==> src/rtl/shift_seq_ctrl.sv <==
`default_nettype none
// ============================================================================
//  Module   : shift_seq_ctrl
//  Brief    : Command sequencer (LOAD/SHL/SHR/BOUNCE) for a bidirectional
//             shift register, with a programmable step divider.
//             Optional SHIFT_SEQ_PAUSE_EN adds an i_pause port that stalls RUN.
//  Revision : 1.0 - initial release
// ============================================================================
module shift_seq_ctrl #(
   parameter int WIDTH = 8,
   parameter int CNT_W = 5,
   parameter int DIV_W = 4
) (
   input  logic             clk,
   input  logic             rst,
   input  logic             i_cmd_valid,
   output logic             o_cmd_ready,
   input  logic [1:0]       i_cmd_op,
   input  logic [CNT_W-1:0] i_cmd_count,
   input  logic [WIDTH-1:0] i_cmd_data,
   input  logic [DIV_W-1:0] i_cfg_div,
   output logic             o_sr_load,
   output logic [WIDTH-1:0] o_sr_din,
   output logic             o_sr_shift_en,
   output logic             o_sr_dir,
   output logic             o_busy,
   output logic             o_done,
   output logic [CNT_W-1:0] o_step_cnt
`ifdef SHIFT_SEQ_PAUSE_EN
   ,
   input  logic             i_pause
`endif
);

   localparam logic [1:0] c_OP_LOAD   = 2'b00;
   localparam logic [1:0] c_OP_SHR    = 2'b10;
   localparam logic [1:0] c_OP_BOUNCE = 2'b11;

   typedef enum logic [1:0] {
      S_IDLE = 2'd0,
      S_LOAD = 2'd1,
      S_RUN  = 2'd2,
      S_DONE = 2'd3
   } state_t;

   state_t           r_state, w_state_nx;
   logic [DIV_W-1:0] r_div, w_div_nx;
   logic [DIV_W-1:0] r_div_cnt, w_div_cnt_nx;
   logic [CNT_W-1:0] r_step_cnt, w_step_cnt_nx;
   logic [CNT_W-1:0] r_count, w_count_nx;
   logic             r_bounce, w_bounce_nx;
   logic             r_phase2, w_phase2_nx;
   logic             r_dir, w_dir_nx;
   logic [WIDTH-1:0] r_din, w_din_nx;
   logic             w_stall;
   logic             w_accept;

`ifdef SHIFT_SEQ_PAUSE_EN
   assign w_stall = i_pause;
`else
   assign w_stall = 1'b0;
`endif

   assign w_accept = i_cmd_valid && (r_state == S_IDLE);

   always_comb begin
      w_state_nx    = r_state;
      w_div_nx      = r_div;
      w_div_cnt_nx  = r_div_cnt;
      w_step_cnt_nx = r_step_cnt;
      w_count_nx    = r_count;
      w_bounce_nx   = r_bounce;
      w_phase2_nx   = r_phase2;
      w_dir_nx      = r_dir;
      w_din_nx      = r_din;
      case (r_state)
         S_IDLE: begin
            if (w_accept) begin
               if (i_cmd_op == c_OP_LOAD) begin
                  w_din_nx   = i_cmd_data;
                  w_state_nx = S_LOAD;
               end else begin
                  w_count_nx    = i_cmd_count;
                  w_step_cnt_nx = i_cmd_count;
                  w_div_nx      = i_cfg_div;
                  w_div_cnt_nx  = i_cfg_div;
                  w_bounce_nx   = (i_cmd_op == c_OP_BOUNCE);
                  w_phase2_nx   = 1'b0;
                  w_dir_nx      = (i_cmd_op != c_OP_SHR);
                  w_state_nx    = (i_cmd_count == '0) ? S_DONE : S_RUN;
               end
            end
         end
         S_LOAD: w_state_nx = S_DONE;
         S_RUN: begin
            if (!w_stall) begin
               if (r_div_cnt == '0) begin
                  w_div_cnt_nx = r_div;
                  if (r_step_cnt == CNT_W'(1)) begin
                     // End of the left phase of a bounce turns around instead of finishing
                     if (r_bounce && !r_phase2) begin
                        w_phase2_nx   = 1'b1;
                        w_step_cnt_nx = r_count;
                        w_dir_nx      = 1'b0;
                     end else begin
                        w_step_cnt_nx = '0;
                        w_state_nx    = S_DONE;
                     end
                  end else begin
                     w_step_cnt_nx = r_step_cnt - CNT_W'(1);
                  end
               end else begin
                  w_div_cnt_nx = r_div_cnt - DIV_W'(1);
               end
            end
         end
         S_DONE: w_state_nx = S_IDLE;
         default: w_state_nx = S_IDLE;
      endcase
   end

   always_ff @(posedge clk) begin
      if (rst) begin
         r_state    <= S_IDLE;
         r_div      <= '0;
         r_div_cnt  <= '0;
         r_step_cnt <= '0;
         r_count    <= '0;
         r_bounce   <= 1'b0;
         r_phase2   <= 1'b0;
         r_dir      <= 1'b0;
         r_din      <= '0;
      end else begin
         r_state    <= w_state_nx;
         r_div      <= w_div_nx;
         r_div_cnt  <= w_div_cnt_nx;
         r_step_cnt <= w_step_cnt_nx;
         r_count    <= w_count_nx;
         r_bounce   <= w_bounce_nx;
         r_phase2   <= w_phase2_nx;
         r_dir      <= w_dir_nx;
         r_din      <= w_din_nx;
      end
   end

   assign o_cmd_ready   = (r_state == S_IDLE);
   assign o_busy        = (r_state != S_IDLE);
   assign o_done        = (r_state == S_DONE);
   assign o_sr_load     = (r_state == S_LOAD);
   assign o_sr_shift_en = (r_state == S_RUN) && (r_div_cnt == '0) && !w_stall;
   assign o_sr_dir      = r_dir;
   assign o_sr_din      = r_din;
   assign o_step_cnt    = r_step_cnt;

endmodule
`default_nettype wire
==> config.mk <==
export PLATFORM = sky130hd
export DESIGN_NAME = shift_seq_ctrl
export DESIGN_NICKNAME = d
export VERILOG_FILES = /design/src/rtl/shift_seq_ctrl.sv
export SDC_FILE = /design/constraint.sdc
export NUM_CORES = 1
export LEC_CHECK = 0
export CAP_MARGIN = 20
export CORE_ASPECT_RATIO = 0.5
export CORE_MARGIN = 5
export CORE_UTILIZATION = 44
export CTS_CLUSTER_SIZE = 40
export DETAILED_ROUTE_END_ITERATION = 8
export GPL_ROUTABILITY_DRIVEN = 0
export GPL_TIMING_DRIVEN = 1
export PLACE_DENSITY_LB_ADDON = 0.25
export SLEW_MARGIN = 15
export SYNTH_ARGS = -nofsm -noshare
export SYNTH_HDL_FRONTEND = slang
export SYNTH_SLANG_ARGS = --single-unit
==> constraint.sdc <==
create_clock -name clk -period 1.5 [get_ports clk]
set_input_delay 0.3 -clock clk [delete_from_list [all_inputs] [get_ports clk]]
set_output_delay 0.3 -clock clk [all_outputs]
set_load 0.05 [all_outputs]
==> results.py <==
metrics = {
    "outcome": {
        "outcome": "finished, violations left",
        "violations": "setup timing",
    },
    "placement": {
        "hpwl_um": 3620,
        "numPortBuffers": 40,
        "dp_slack_ps": -321,
    },
    "worst_setup_path": {
        "rr_endpoint": "o_step_cnt[2]",
        "worstPathArrival_ps": 2140,
        "slowest_delay_ps": 400,
        "worst_ep_required_time_ps": 1680,
        "slowest_stage": "or3b_4",
        "r2r_start": "r_div_cnt[0]",
        "startpoint_type": "register",
        "crit_chain": "inv_2 -> ha_4 -> or3b_4 -> buf_4 -> buf_6 -> a2bb2oi_4 -> nor2_1 -> a311oi_1",
        "setup.worst_path.start": "r_div_cnt[0]",
        "critPathCaptureType": "register",
        "reg2regPathDepth": 8,
        "cp_num_buf_inv": 3,
        "crit_type": "reg2reg",
        "r2r_slack_ps": -460,
        "path_max_fanout": 5,
        "cp_top_family": "compound AO/OA/AOI/OAI gates",
    },
    "detailed_routing": {
        "dr.pass1.iters": 5,
        "drcViolationCount": 0,
        "antenna_left": 0,
        "wl_per_cell_um": 20.0,
        "avgViaCountPerCell": 5.95,
        "vias": 2072,
        "wl_um": 6950,
        "drtIter0Drc": 176,
    },
    "cts": {
        "cts.clk_slew.worst_paths_ps": 70,
        "cts_buffer_depth": 2,
        "cts_tree": "built",
        "htreeDepth": 2,
        "cts-root-buf": "clkbuf_8",
        "cts_buffers": 5,
        "ctsHoldBuffers": 0,
        "cts_sinks": 31,
        "clk_latency_ps": 290,
    },
    "cells_and_area": {
        "multi_input_area_mm2": 0.00117,
        "fillers": 156,
        "final_layout_size_suffix_gt1_frac": 0.529,
        "n_antenna_cell": 0,
        "syn_to_final_growth_pct": 91.1,
        "final_cell_mix": "buf_4, dfxtp_1, clkdlybuf4s50_1, buf_12, nor2_1",
        "seqCellArea_um2": 637,
        "layout_commonest_cell": "buf_4",
        "finalNetCount": 325,
    },
    "hold_path": {
        "min_to": "r_bounce",
        "hold_path_depth": 3,
        "hold_start": "i_cmd_op[0]",
        "hp-class": "in2reg",
    },
    "synth": {
        "ys_ff_latch": 31,
        "synth-edff-count": 0,
        "synth_ff_type": "dfxtp_1",
        "yosysWarnings": 0,
        "async_flop_share": 0,
        "synth.yosys.seq_area_share": 0.376,
        "synth_top_area_frac": 0.376,
        "yosys.cell_types.count": 47,
        "synthCells": 192,
        "syn_nets": 221,
        "yosys-top-cells-area": "dfxtp_1, nand2_1, ha_1",
        "yosysTopAreaCell": "dfxtp_1",
        "synthesis.area_mm2": 0.00165,
        "postSynthAreaPerCell_um2": 8.60,
    },
    "global_route": {
        "grt_start_max_net_pins": 15,
        "grt_usage": 0.237,
        "grt_overflow_total": 0,
        "antenna_found_initial": 0,
        "first_global_vias": 1928,
        "grt_pass1_wl_um": 9400,
    },
    "die": {
        "die_w_um": 96.6,
        "start_util": 0.468,
        "die_y_um": 53.3,
        "die_area_mm2": 0.00515,
        "io_pins": 41,
        "rows": 15,
        "core_mm2": 0.00353,
    },
    "timing": {
        "rsz0062_at_grt": "yes",
        "worstMarginPinSlew_ps": 415,
        "tns_ps": -5320,
        "drv_slew": 0,
        "clock.fmax_mhz": 511,
        "final.period_utilization": 1.31,
        "fin_ws_ps": -458,
        "setup_viol": 24,
        "final_hold_viol_count": 0,
        "finalCriticalPeriod_ps": 1960,
        "slew_headroom": 0.722,
        "final.setup_skew_ps": 10.2,
    },
    "pwr": {
        "finalPower_uw": 6540,
        "p_leak_uw": 0.00127,
        "peakVddDrop_mv": 1.17,
        "p_per_area_mw_per_mm2": 2080,
    },
    "run": {
        "drv_cap": 0,
    },
}
-- where the power goes --
part	leakage [uW]	total [uW]	internal (uW)	switching, uW
sequential	0.000257	1230	1040	191
combinational	0.000956	4560	2290	2270
clock	0.0000515	754	419	335
-- worst max-delay path by stage --
stage | endpoint | slack (ps) | cells after the start
floorplan | r_div_cnt[1] | -250 | 7
global placement | r_div_cnt[0] | -280 | 5
detailed placement | r_div_cnt[0] | -320 | 5
CTS | o_sr_shift_en | -390 | 6
global route | o_step_cnt[2] | -540 | 8
finish | o_step_cnt[2] | -460 | 8
-- worst reg2reg max path: cells and delay by family, from the launching register on --
family	cells	cell delay [ps]
compound gates	2	500
simple gates	2	490
buf+inv	3	390
flops	1	330
fa+ha+maj	1	140
-- through the flow --
stage | cells | instance area (um2) | utilization | hold WS (ps)
6_report | 348 | 3150 | 0.894 | 423
3_5_place_dp | 319 | 2690 | 0.762 | 448
3_3_place_gp | 319 | 2690 | 0.762 | 445
4_1_cts | 338 | 2950 | 0.835 | 457
5_1_grt | 348 | 3150 | 0.894 | 465
2_1_floorplan | 192 | 1730 | - | 432
-- final cells by class --
type                            count  area share
Tap cell                           51      0.0202
Inverter                           10      0.0147
Multi-Input combinational cell    141       0.370
Timing Repair Buffer              107       0.361
Sequential cell                    31       0.202
Clock buffer                        8      0.0317
-- state kept, by name, indices dropped and copies added, names as in the netlist --
signal      flops
o_step_cnt      5
r_div_cnt       4
r_state         2
o_sr_dir        1
r_count         5
r_div           4
o_sr_din        8
r_bounce        1
r_phase2        1
-- cells in the mapped netlist (all sizes together) (2+ instances only) --
master	count
ha	7
nor3	4
o32ai	3
inv	10
mux2i	8
buf	5
a2bb2oi	3
nand2	26
dfxtp	31
nor2	22
a211oi	2
a21oi	15
clkbuf	6
o22ai	2
o21ai	4
a221oi	2
and3	2
a311oi	3
a22oi	2
or3	2
nand2b	4
a211o	2
nand3	4
a222oi	2
nand4	2
-- logic make-up after synthesis --
kind of cell             Yosys count  synth area share
AND/OR/NAND/NOR                   77             0.227
buffers and inverters             21            0.0553
adder cells (fa/ha/maj)            7            0.0531
XOR/XNOR                           1           0.00531
AO/OA/AOI/OAI                     47             0.234
multiplexers                       8            0.0485
flip-flops                        31             0.376
-- layer usage --
layer / vias to the layer above / global-route usage / share of wire
li1: 909 / - / -
met1: 980 / 0.258 / 0.38
met2: 143 / 0.429 / 0.46
met3: 40 / 0.0908 / 0.10
met4: 0 / 0.0909 / 0.051
met5: - / 0 / 0
-- repair_timing --
action	CTS	global route
setup buffers	10	11
setup endpoints to repair	15	35
pin swaps	5	19
gates resized for setup	18	35
gates cloned	1	0
Note: power is estimated with default switching activity, not from simulation.
